### config.mk
export PLATFORM = sky130hd
export DESIGN_NAME = control_unit
export DESIGN_NICKNAME = d
export VERILOG_FILES = /design/src/rtl/control_unit_pkg.sv /design/src/rtl/cu_main_decoder.sv /design/src/rtl/control_unit.sv
export SDC_FILE = /design/constraint.sdc
export NUM_CORES = 1
export LEC_CHECK = 0
export CAP_MARGIN = 0
export CORE_AREA = 4 4 41 43
export DETAILED_ROUTE_END_ITERATION = 10
export DIE_AREA = 0 0 45 47
export DONT_BUFFER_PORTS = 1
export GPL_ROUTABILITY_DRIVEN = 0
export PLACE_DENSITY = 0.59
export SLEW_MARGIN = 20
export SYNTH_ARGS = -nofsm -noshare
export SYNTH_HDL_FRONTEND = slang
export SYNTH_SLANG_ARGS = --single-unit
### constraint.sdc
create_clock -name vclk -period 2.1
set_input_delay 0.42 -clock vclk [all_inputs]
set_output_delay 0.42 -clock vclk [all_outputs]
set_load 0.1 [all_outputs]
### src/rtl/control_unit_pkg.sv
// ============================================================================
// Module : control_unit_pkg
// Brief  : Shared opcode/func constants, control encodings and bundle type
//          for the pipelined control unit.
// Rev    : 1.0 initial release
// ============================================================================
`default_nettype none

package control_unit_pkg;

    localparam logic [5:0] OP_RTYPE = 6'b000000;
    localparam logic [5:0] OP_BLTZ  = 6'b000001;
    localparam logic [5:0] OP_J     = 6'b000010;
    localparam logic [5:0] OP_JAL   = 6'b000011;
    localparam logic [5:0] OP_BEQ   = 6'b000100;
    localparam logic [5:0] OP_BNE   = 6'b000101;
    localparam logic [5:0] OP_ADDIU = 6'b001001;
    localparam logic [5:0] OP_SLTI  = 6'b001010;
    localparam logic [5:0] OP_ANDI  = 6'b001100;
    localparam logic [5:0] OP_ORI   = 6'b001101;
    localparam logic [5:0] OP_XORI  = 6'b001110;
    localparam logic [5:0] OP_LW    = 6'b100011;
    localparam logic [5:0] OP_SW    = 6'b101011;
    localparam logic [5:0] OP_HALT  = 6'b111111;

    localparam logic [5:0] FN_SLL   = 6'b000000;
    localparam logic [5:0] FN_JR    = 6'b001000;
    localparam logic [5:0] FN_ADD   = 6'b100000;
    localparam logic [5:0] FN_SUB   = 6'b100010;
    localparam logic [5:0] FN_AND   = 6'b100100;
    localparam logic [5:0] FN_OR    = 6'b100101;
    localparam logic [5:0] FN_XOR   = 6'b100110;
    localparam logic [5:0] FN_SLT   = 6'b101010;

    typedef enum logic [3:0] {
        ALU_ADD = 4'b0000,
        ALU_SUB = 4'b0001,
        ALU_AND = 4'b0010,
        ALU_OR  = 4'b0011,
        ALU_XOR = 4'b0100,
        ALU_SLT = 4'b0101,
        ALU_SLL = 4'b0110
    } alu_op_e;

    typedef enum logic [1:0] {
        PC_NEXT   = 2'b00,
        PC_BRANCH = 2'b01,
        PC_JUMP   = 2'b10
    } pc_src_e;

    typedef enum logic [1:0] {
        BR_NONE = 2'b00,
        BR_BEQ  = 2'b01,
        BR_BNE  = 2'b10,
        BR_BLTZ = 2'b11
    } branch_type_e;

    typedef enum logic [1:0] {
        DB_ALU  = 2'b00,
        DB_MEM  = 2'b01,
        DB_LINK = 2'b10
    } db_src_e;

    // Pure decode result; hazard handling is layered on top in control_unit.
    typedef struct packed {
        logic         reg_dst;
        logic         alu_src_b;
        logic         ext_sel;
        alu_op_e      alu_op;
        branch_type_e branch_type;
        logic         mem_wre;
        logic         mem_read;
        logic         reg_wre;
        db_src_e      db_data_src;
        logic         jump_pc_src;
        logic         is_jump;
        logic         is_halt;
    } ctrl_t;

endpackage

`default_nettype wire

### src/rtl/cu_main_decoder.sv
// ============================================================================
// Module : cu_main_decoder
// Brief  : Pure combinational Opcode/func decode into the control bundle.
// Rev    : 1.0 initial release
// ============================================================================
`default_nettype none

module cu_main_decoder
    import control_unit_pkg::*;
(
    input  logic [5:0] opcode_i,
    input  logic [5:0] func_i,
    output ctrl_t      ctrl_o
);

    always_comb begin
        ctrl_o        = '0;
        ctrl_o.alu_op = ALU_ADD;
        case (opcode_i)
            OP_RTYPE: begin
                ctrl_o.reg_dst = 1'b1;
                ctrl_o.reg_wre = 1'b1;
                case (func_i)
                    FN_ADD: ctrl_o.alu_op = ALU_ADD;
                    FN_SUB: ctrl_o.alu_op = ALU_SUB;
                    FN_AND: ctrl_o.alu_op = ALU_AND;
                    FN_OR:  ctrl_o.alu_op = ALU_OR;
                    FN_XOR: ctrl_o.alu_op = ALU_XOR;
                    FN_SLT: ctrl_o.alu_op = ALU_SLT;
                    FN_SLL: ctrl_o.alu_op = ALU_SLL;
                    FN_JR: begin
                        ctrl_o.reg_dst     = 1'b0;
                        ctrl_o.reg_wre     = 1'b0;
                        ctrl_o.is_jump     = 1'b1;
                        ctrl_o.jump_pc_src = 1'b1;
                    end
                    default: begin
                        ctrl_o.reg_dst = 1'b0;
                        ctrl_o.reg_wre = 1'b0;
                    end
                endcase
            end
            OP_J:   ctrl_o.is_jump = 1'b1;
            OP_JAL: begin
                ctrl_o.is_jump     = 1'b1;
                ctrl_o.reg_wre     = 1'b1;
                ctrl_o.db_data_src = DB_LINK;
            end
            OP_BEQ, OP_BNE, OP_BLTZ: begin
                ctrl_o.ext_sel = 1'b1;
                ctrl_o.alu_op  = ALU_SUB;
                ctrl_o.branch_type = (opcode_i == OP_BEQ) ? BR_BEQ :
                                     (opcode_i == OP_BNE) ? BR_BNE : BR_BLTZ;
            end
            OP_LW: begin
                ctrl_o.alu_src_b   = 1'b1;
                ctrl_o.ext_sel     = 1'b1;
                ctrl_o.mem_read    = 1'b1;
                ctrl_o.reg_wre     = 1'b1;
                ctrl_o.db_data_src = DB_MEM;
            end
            OP_SW: begin
                ctrl_o.alu_src_b = 1'b1;
                ctrl_o.ext_sel   = 1'b1;
                ctrl_o.mem_wre   = 1'b1;
            end
            OP_ADDIU, OP_SLTI, OP_ANDI, OP_ORI, OP_XORI: begin
                ctrl_o.alu_src_b = 1'b1;
                ctrl_o.reg_wre   = 1'b1;
                ctrl_o.ext_sel   = (opcode_i == OP_ADDIU) || (opcode_i == OP_SLTI);
                case (opcode_i)
                    OP_SLTI: ctrl_o.alu_op = ALU_SLT;
                    OP_ANDI: ctrl_o.alu_op = ALU_AND;
                    OP_ORI:  ctrl_o.alu_op = ALU_OR;
                    OP_XORI: ctrl_o.alu_op = ALU_XOR;
                    default: ctrl_o.alu_op = ALU_ADD;
                endcase
            end
            OP_HALT: ctrl_o.is_halt = 1'b1;
            default: ;
        endcase
    end

endmodule

`default_nettype wire

### src/rtl/control_unit.sv
// ============================================================================
// Module : control_unit
// Brief  : Pipeline control: instruction decode plus branch/load-use/halt
//          PC and flush control. Option macro: CU_HALT_LATCH_EN.
// Rev    : 1.0 initial release
// ============================================================================
`default_nettype none

module control_unit
    import control_unit_pkg::*;
(
    input  logic       clk,
    input  logic       reset,
    input  logic [5:0] Opcode,
    input  logic [5:0] func,
    input  logic       Branch,
    input  logic       ControlSrc,
    output logic       PCWre,
    output logic [1:0] PCSrc,
    output logic       JumpPCSrc,
    output logic       RegDst,
    output logic       ALUSrcB,
    output logic       ExtSel,
    output logic [3:0] ALUOp,
    output logic [1:0] BranchType,
    output logic       MemWre,
    output logic       MemRead,
    output logic       RegWre,
    output logic [1:0] DBDataSrc,
    output logic       IF_ID_Flush,
    output logic       ID_EX_Flush,
    output logic       EX_MEM_Flush
);

    ctrl_t dec;
    logic  halt_stall;

    cu_main_decoder u_dec (
        .opcode_i (Opcode),
        .func_i   (func),
        .ctrl_o   (dec)
    );

`ifdef CU_HALT_LATCH_EN
    logic halted_q;
    logic halted_d;

    // A halt squashed by a taken branch in MEM never becomes sticky.
    assign halted_d = halted_q | (dec.is_halt & ~Branch);

    always_ff @(posedge clk) begin
        if (reset) begin
            halted_q <= 1'b0;
        end else begin
            halted_q <= halted_d;
        end
    end

    assign halt_stall = dec.is_halt | (halted_q & ~reset);
`else
    logic unused_clk_reset;
    assign unused_clk_reset = &{1'b0, clk, reset};
    assign halt_stall       = dec.is_halt;
`endif

    assign JumpPCSrc  = dec.jump_pc_src;
    assign RegDst     = dec.reg_dst;
    assign ALUSrcB    = dec.alu_src_b;
    assign ExtSel     = dec.ext_sel;
    assign ALUOp      = dec.alu_op;
    assign BranchType = dec.branch_type;
    assign MemWre     = dec.mem_wre;
    assign MemRead    = dec.mem_read;
    assign RegWre     = dec.reg_wre;
    assign DBDataSrc  = dec.db_data_src;

    // Priority: taken branch > load-use stall > jump/halt in ID.
    always_comb begin
        PCWre        = ~halt_stall;
        PCSrc        = dec.is_jump ? PC_JUMP : PC_NEXT;
        IF_ID_Flush  = dec.is_jump;
        ID_EX_Flush  = 1'b0;
        EX_MEM_Flush = 1'b0;
        if (Branch) begin
            PCWre        = 1'b1;
            PCSrc        = PC_BRANCH;
            IF_ID_Flush  = 1'b1;
            ID_EX_Flush  = 1'b1;
            EX_MEM_Flush = 1'b1;
        end else if (ControlSrc) begin
            PCWre        = 1'b0;
            PCSrc        = PC_NEXT;
            IF_ID_Flush  = 1'b0;
            ID_EX_Flush  = 1'b1;
            EX_MEM_Flush = 1'b0;
        end
    end

endmodule

`default_nettype wire

==> run metrics, run 1 <==
most frequent cell after synthesis nor2_1; maxcap violations 0; crit start category primary input; Hold Buf Count CTS 0; Hold Vio Cnt, Final 0; number of global-route vias before repair between 500 and 600; Req. time, crit path roughly 1.7 ns; cell row count 13; unrepaired setup endpoints after global routing true; global-route usage over all layers approximately 15%; Seq. cell area 0 µm²; initial antenna violation count 0; global-route wire length before repair around 2400 µm; Peak Freq around 450 MHz; WP data arrival 1.81 ns; Cell Pwr Density ~190 mW/mm²; status finished, violations left; placeable core region ~0.0013 mm²; fin worst setup slack -0.126 ns; setup violators final 3; Final Max Tran Viols 0; synth cell count leaders 9 x nor2_1, 7 x a21oi_1, 5 x clkbuf_1; Via Count a little under 600; clock buf count 0; synth top area cells a21oi_1 7.6%, nor2_1 7.3%, buf_4 6.5%; sequential cell count 0; Synth area leader a21oi_1; fin util slightly above 70%; # IOs 37; Area Overhead vs Synth 101%; Crit. End Element primary output; cell area after synthesis around 460 µm²; CP Class in -> out; Tcrit/Tclk final 106%; Final nets roughly 100; via/cell ratio 5.86; Synth top area share 7.61%; DR WL/cell approximately 15 µm; Setup TNS Final -0.257 ns; critical path fanouts, max 4; failing checks setup timing; # DRC 0; count of input and output buffers 0; total wire length between 1500 and 2000 µm; fillers approximately 110; Avg Cell Area, Syn 6.06 µm²; number of nets with antenna violations after routing 0; Seq/Total Area, Yosys 0%; GRT overflow 0; Leakage about 0.29 nW; Die W 45 µm; Initial Util a little over a third; Synth Net Count between 90 and 100; DIE HEIGHT 47 µm; 1st-iter DRT viols 11; total power draw between 150 and 200 µW; # diodes 0; Synth cell types 34; Final HPWL DP 1230 µm; setup bufs post-CTS 0; worst min-delay path class in -> out; layout cells sized above 1 54.7%; largest net degree at the start of global routing 16; maximum VDD drop approximately 0.10 mV; Setup WS pre-CTS -0.165 ns; Hold Slack ~0.84 ns; Synth Warn # 0; Synth Instances 76; final critical-path required period 2.23 ns; DRT Pass-1 Iters 4; die area around 0.0021 mm²
report_power, final:
| part | total, mW | internal, mW | switching [mW] |
|---|---|---|---|
| Clock | 0 | 0 | 0 |
| Combinational | 0.178 | 0.0618 | 0.116 |
| Sequential | 0 | 0 | 0 |
worst max-delay path, cell delays in order:
cell and delay, ns:
or4_4 0.53, or4b_4 0.51, a21oi_4 0.16, buf_12 0.19
cell type report:
cell class / count / area [µm²] / share of cell area (%)
inverter: 1 / 3.75 / 0.406
tap: 15 / 18.8 / 2.03
multi-input combinational: 65 / 607 / 65.6
timing repair buffer: 20 / 295 / 31.9
per-layer routing:
| layer | routed length (µm) | vias to the layer above | share of wire (%) | GRT usage [%] |
|---|---|---|---|---|
| met5 | 0 | - | 0 | 0 |
| met4 | 0 | 0 | 0 | 0 |
| met3 | 165 | 0 | 11 | 2.30 |
| met2 | 755 | 24 | 50 | 27.1 |
| met1 | 593 | 272 | 39 | 18.6 |
| li1 | - | 296 | - | - |
what timing repair did:
item                       in CTS  in global routing
pin swaps                       2                  2
setup endpoints to repair       5                  7
resized for setup               1                  3
logic make-up (layout without fill, tap and decap cells):
kind of cell,Yosys count,count (layout),synth area share (%)
other,1,1,0.814
and+or+nand+nor,42,42,54.6
AOI/OAI and AO/OA,20,20,26.9
buffers and inverters,11,21,13.9
xor gates and xnor gates,2,2,3.81
final timing paths:
path	depth (start not counted)	startpoint	endpoint
worst max-delay path	4	func[4]	ALUOp[0]
worst min-delay path	0	Branch	PCSrc[0]
layout by cell type, fill, tap and decap left out, types with 2 or more instances in the layout:
cell type / synthesis / layout
or2_4: 0 / 2
nand2_1: 4 / 4
a31oi_1: 4 / 3
o22ai_1: 2 / 2
a21oi_1: 7 / 3
nand3b_1: 2 / 2
buf_4: 4 / 9
buf_12: 0 / 10
nor3b_1: 3 / 2
nor2_1: 9 / 7
nand2b_1: 2 / 2
nor2_4: 0 / 2
nor4_4: 0 / 3
a21oi_4: 0 / 4
nor3_4: 0 / 2
stage by stage:
| step | area (µm²) | instances |
|---|---|---|
| final | 925 | 101 |
| after CTS | 910 | 101 |
| after global placement | 906 | 101 |
| after detailed placement | 906 | 101 |
| after floorplan | 691 | 76 |
| after global routing | 925 | 101 |
Note: power is estimated with default switching activity, not from simulation.
==> run 2: changes to the inputs <==
--- a/config.mk
+++ b/config.mk
@@ -16,3 +16,4 @@
 export SYNTH_ARGS = -nofsm -noshare
 export SYNTH_HDL_FRONTEND = slang
 export SYNTH_SLANG_ARGS = --single-unit
+export TNS_END_PERCENT = 10
==> run 2 against run 1 <==
The flow still finishes with violations (setup timing). Via count rose by 9.0%. Flip-flop and latch count stayed put. Non-clock buffer count is the same. Design area decreased by 6.1%. Routed wire length is 6.2% higher. Cell count unchanged. Sequential share of layout area did not move. Fmax fell by 1.7%. Core utilization decreased by 4.3 points. Hold slack barely moved. Setup slack lost 0.038 ns. Die area stayed put. Critical path type unchanged. Largest cell class unchanged.
==> run metrics, run 2 (synthesis gave the netlist of run 1 again) <==
status finished, violations left (unchanged); failing checks setup timing (unchanged); Largest stage delay, worst path 0.55 ns (was 0.53 ns); crit start category primary input (unchanged); Final Max Tran Viols 0 (unchanged); Area Overhead vs Synth 88.6% (was 101%); fin worst setup slack -0.164 ns (was -0.126 ns); initial antenna violation count 0 (unchanged); Peak Freq 442 MHz (was 449 MHz); total wire length 1610 µm (was 1520 µm); DRT Pass-1 Iters 4 (unchanged); Final nets 104 (unchanged); layout cells sized above 1 51.2% (was 54.7%); Tcrit/Tclk final 108% (was 106%); number of nets with antenna violations after routing 0 (unchanged); placeable core region 0.00130 mm² (unchanged); Die W 45 µm (unchanged); min-delay src Branch (unchanged); leading cell types in the layout, fill and taps excluded 9 x buf_12, 9 x buf_4, 7 x nor2_1 (was 10 x buf_12, 9 x buf_4, 7 x nor2_1); setup bufs post-CTS 0 (unchanged); fillers 114 (was 107); maxcap violations 0 (unchanged); # IOs 37 (unchanged); Seq. cell area 0 µm² (unchanged); die area 0.00212 mm² (unchanged); CP Class in -> out (unchanged); GRT overflow 0 (unchanged); Leakage 0.279 nW (was 0.290 nW); worst min-delay path class in -> out (unchanged); CP delay by family, top simple AND/OR/NAND/NOR gates (unchanged); Final HPWL DP 1240 µm (was 1230 µm); CP max stage cell or4_4 (unchanged); cell row count 13 (unchanged); Crit. End Element primary output (unchanged); final critical-path required period 2.26 ns (was 2.23 ns); 1st-iter DRT viols 9 (was 11); DIE HEIGHT 47 µm (unchanged); via/cell ratio 6.39 (was 5.86); Via Count 645 (was 592); setup violators final 4 (was 3); sequential cell count 0 (unchanged); critical path fanouts, max 5 (was 4); Hold Buf Count CTS 0 (unchanged); DR WL/cell 15.9 µm (was 15.0 µm); clock buf count 0 (unchanged); Initial Util 35.4% (unchanged); Cell Chain, Critical Path or4_4, or4b_4, a21oi_4, buf_12 (unchanged); WP buf/inv 1 (unchanged); Final Non-Filler Cells 101 (unchanged); unrepaired setup endpoints after global routing true (unchanged); Cell Pwr Density 198 mW/mm² (was 193 mW/mm²); # diodes 0 (unchanged); # DRC 0 (unchanged); Hold Vio Cnt, Final 0 (unchanged); global-route wire length before repair 2570 µm (was 2440 µm); global-route usage over all layers 15.7% (was 14.5%); maximum VDD drop 0.0955 mV (was 0.103 mV); CP startpoint func[4] (unchanged); Req. time, crit path 1.68 ns (about the same); largest net degree at the start of global routing 16 (unchanged); Setup WS pre-CTS -0.213 ns (was -0.165 ns); WP data arrival 1.84 ns (was 1.81 ns); placed cells 101 (unchanged); number of global-route vias before repair 575 (was 578); count of input and output buffers 0 (unchanged)
==> run 2: changes by cell type in the layout (fill, tap and decap cells not counted) <==
cell / delta
a21oi_2: +3
a21oi_4: -3
buf_12: -1
buf_6: +1
nor2_2: +1
nor2_4: -1
nor2b_1: +1
nor2b_2: -1
nor3_1: +1
nor3_4: -1
o21ai_1: +1
o21ai_2: -1
or2_2: +1
or2_4: -1
==> run 2: routing by layer <==
| layer | global-route usage (%) | wire, µm | vias to the layer above |
|---|---|---|---|
| met1 | 19.2 | 577 | 310 |
| met2 | 29.7 | 844 | 37 |
| met3 | 3.45 | 174 | 2 |
| met4 | 0 | 12 | 0 |
| met5 | 0 | 0 | - |
| li1 | - | - | 296 |
==> run 2: worst paths after layout <==
path                        to  depth (start not counted)  slack (ns)
worst min-delay path  PCSrc[0]                          0        0.84
worst max-delay path  ALUOp[0]                          4       -0.16
==> run 2: layout make-up <==
| type | instances | area [µm²] | area share, % |
|---|---|---|---|
| multi-input cells | 65 | 559 | 64.4 |
| repair buffers | 20 | 287 | 33.0 |
| well taps | 15 | 18.8 | 2.16 |
| inverters | 1 | 3.75 | 0.432 |
==> run 2: timing repair <==
action	CTS	global route
resized for setup	3	2
setup endpoints to repair	4	7
pin swaps	4	1
==> run 2: through the flow <==
step | util (%) | instance area, µm² | power [mW] | hold slack, ns | setup TNS [ns]
after global placement | 65.0 | 846 | 0.168 | 0.842 | -0.520
after detailed placement | 65.0 | 846 | 0.170 | 0.842 | -0.538
after CTS | 66.4 | 865 | 0.172 | 0.842 | -0.296
final | 66.7 | 868 | 0.172 | 0.841 | -0.375
after floorplan | - | 598 | 0.169 | 1.03 | -7.57
after global routing | 66.7 | 868 | 0.179 | 0.840 | -0.526
==> run 2: where the power goes <==
part / internal (mW) / switching [mW]
clock: 0 / 0
sequential: 0 / 0
combinational: 0.0585 / 0.114
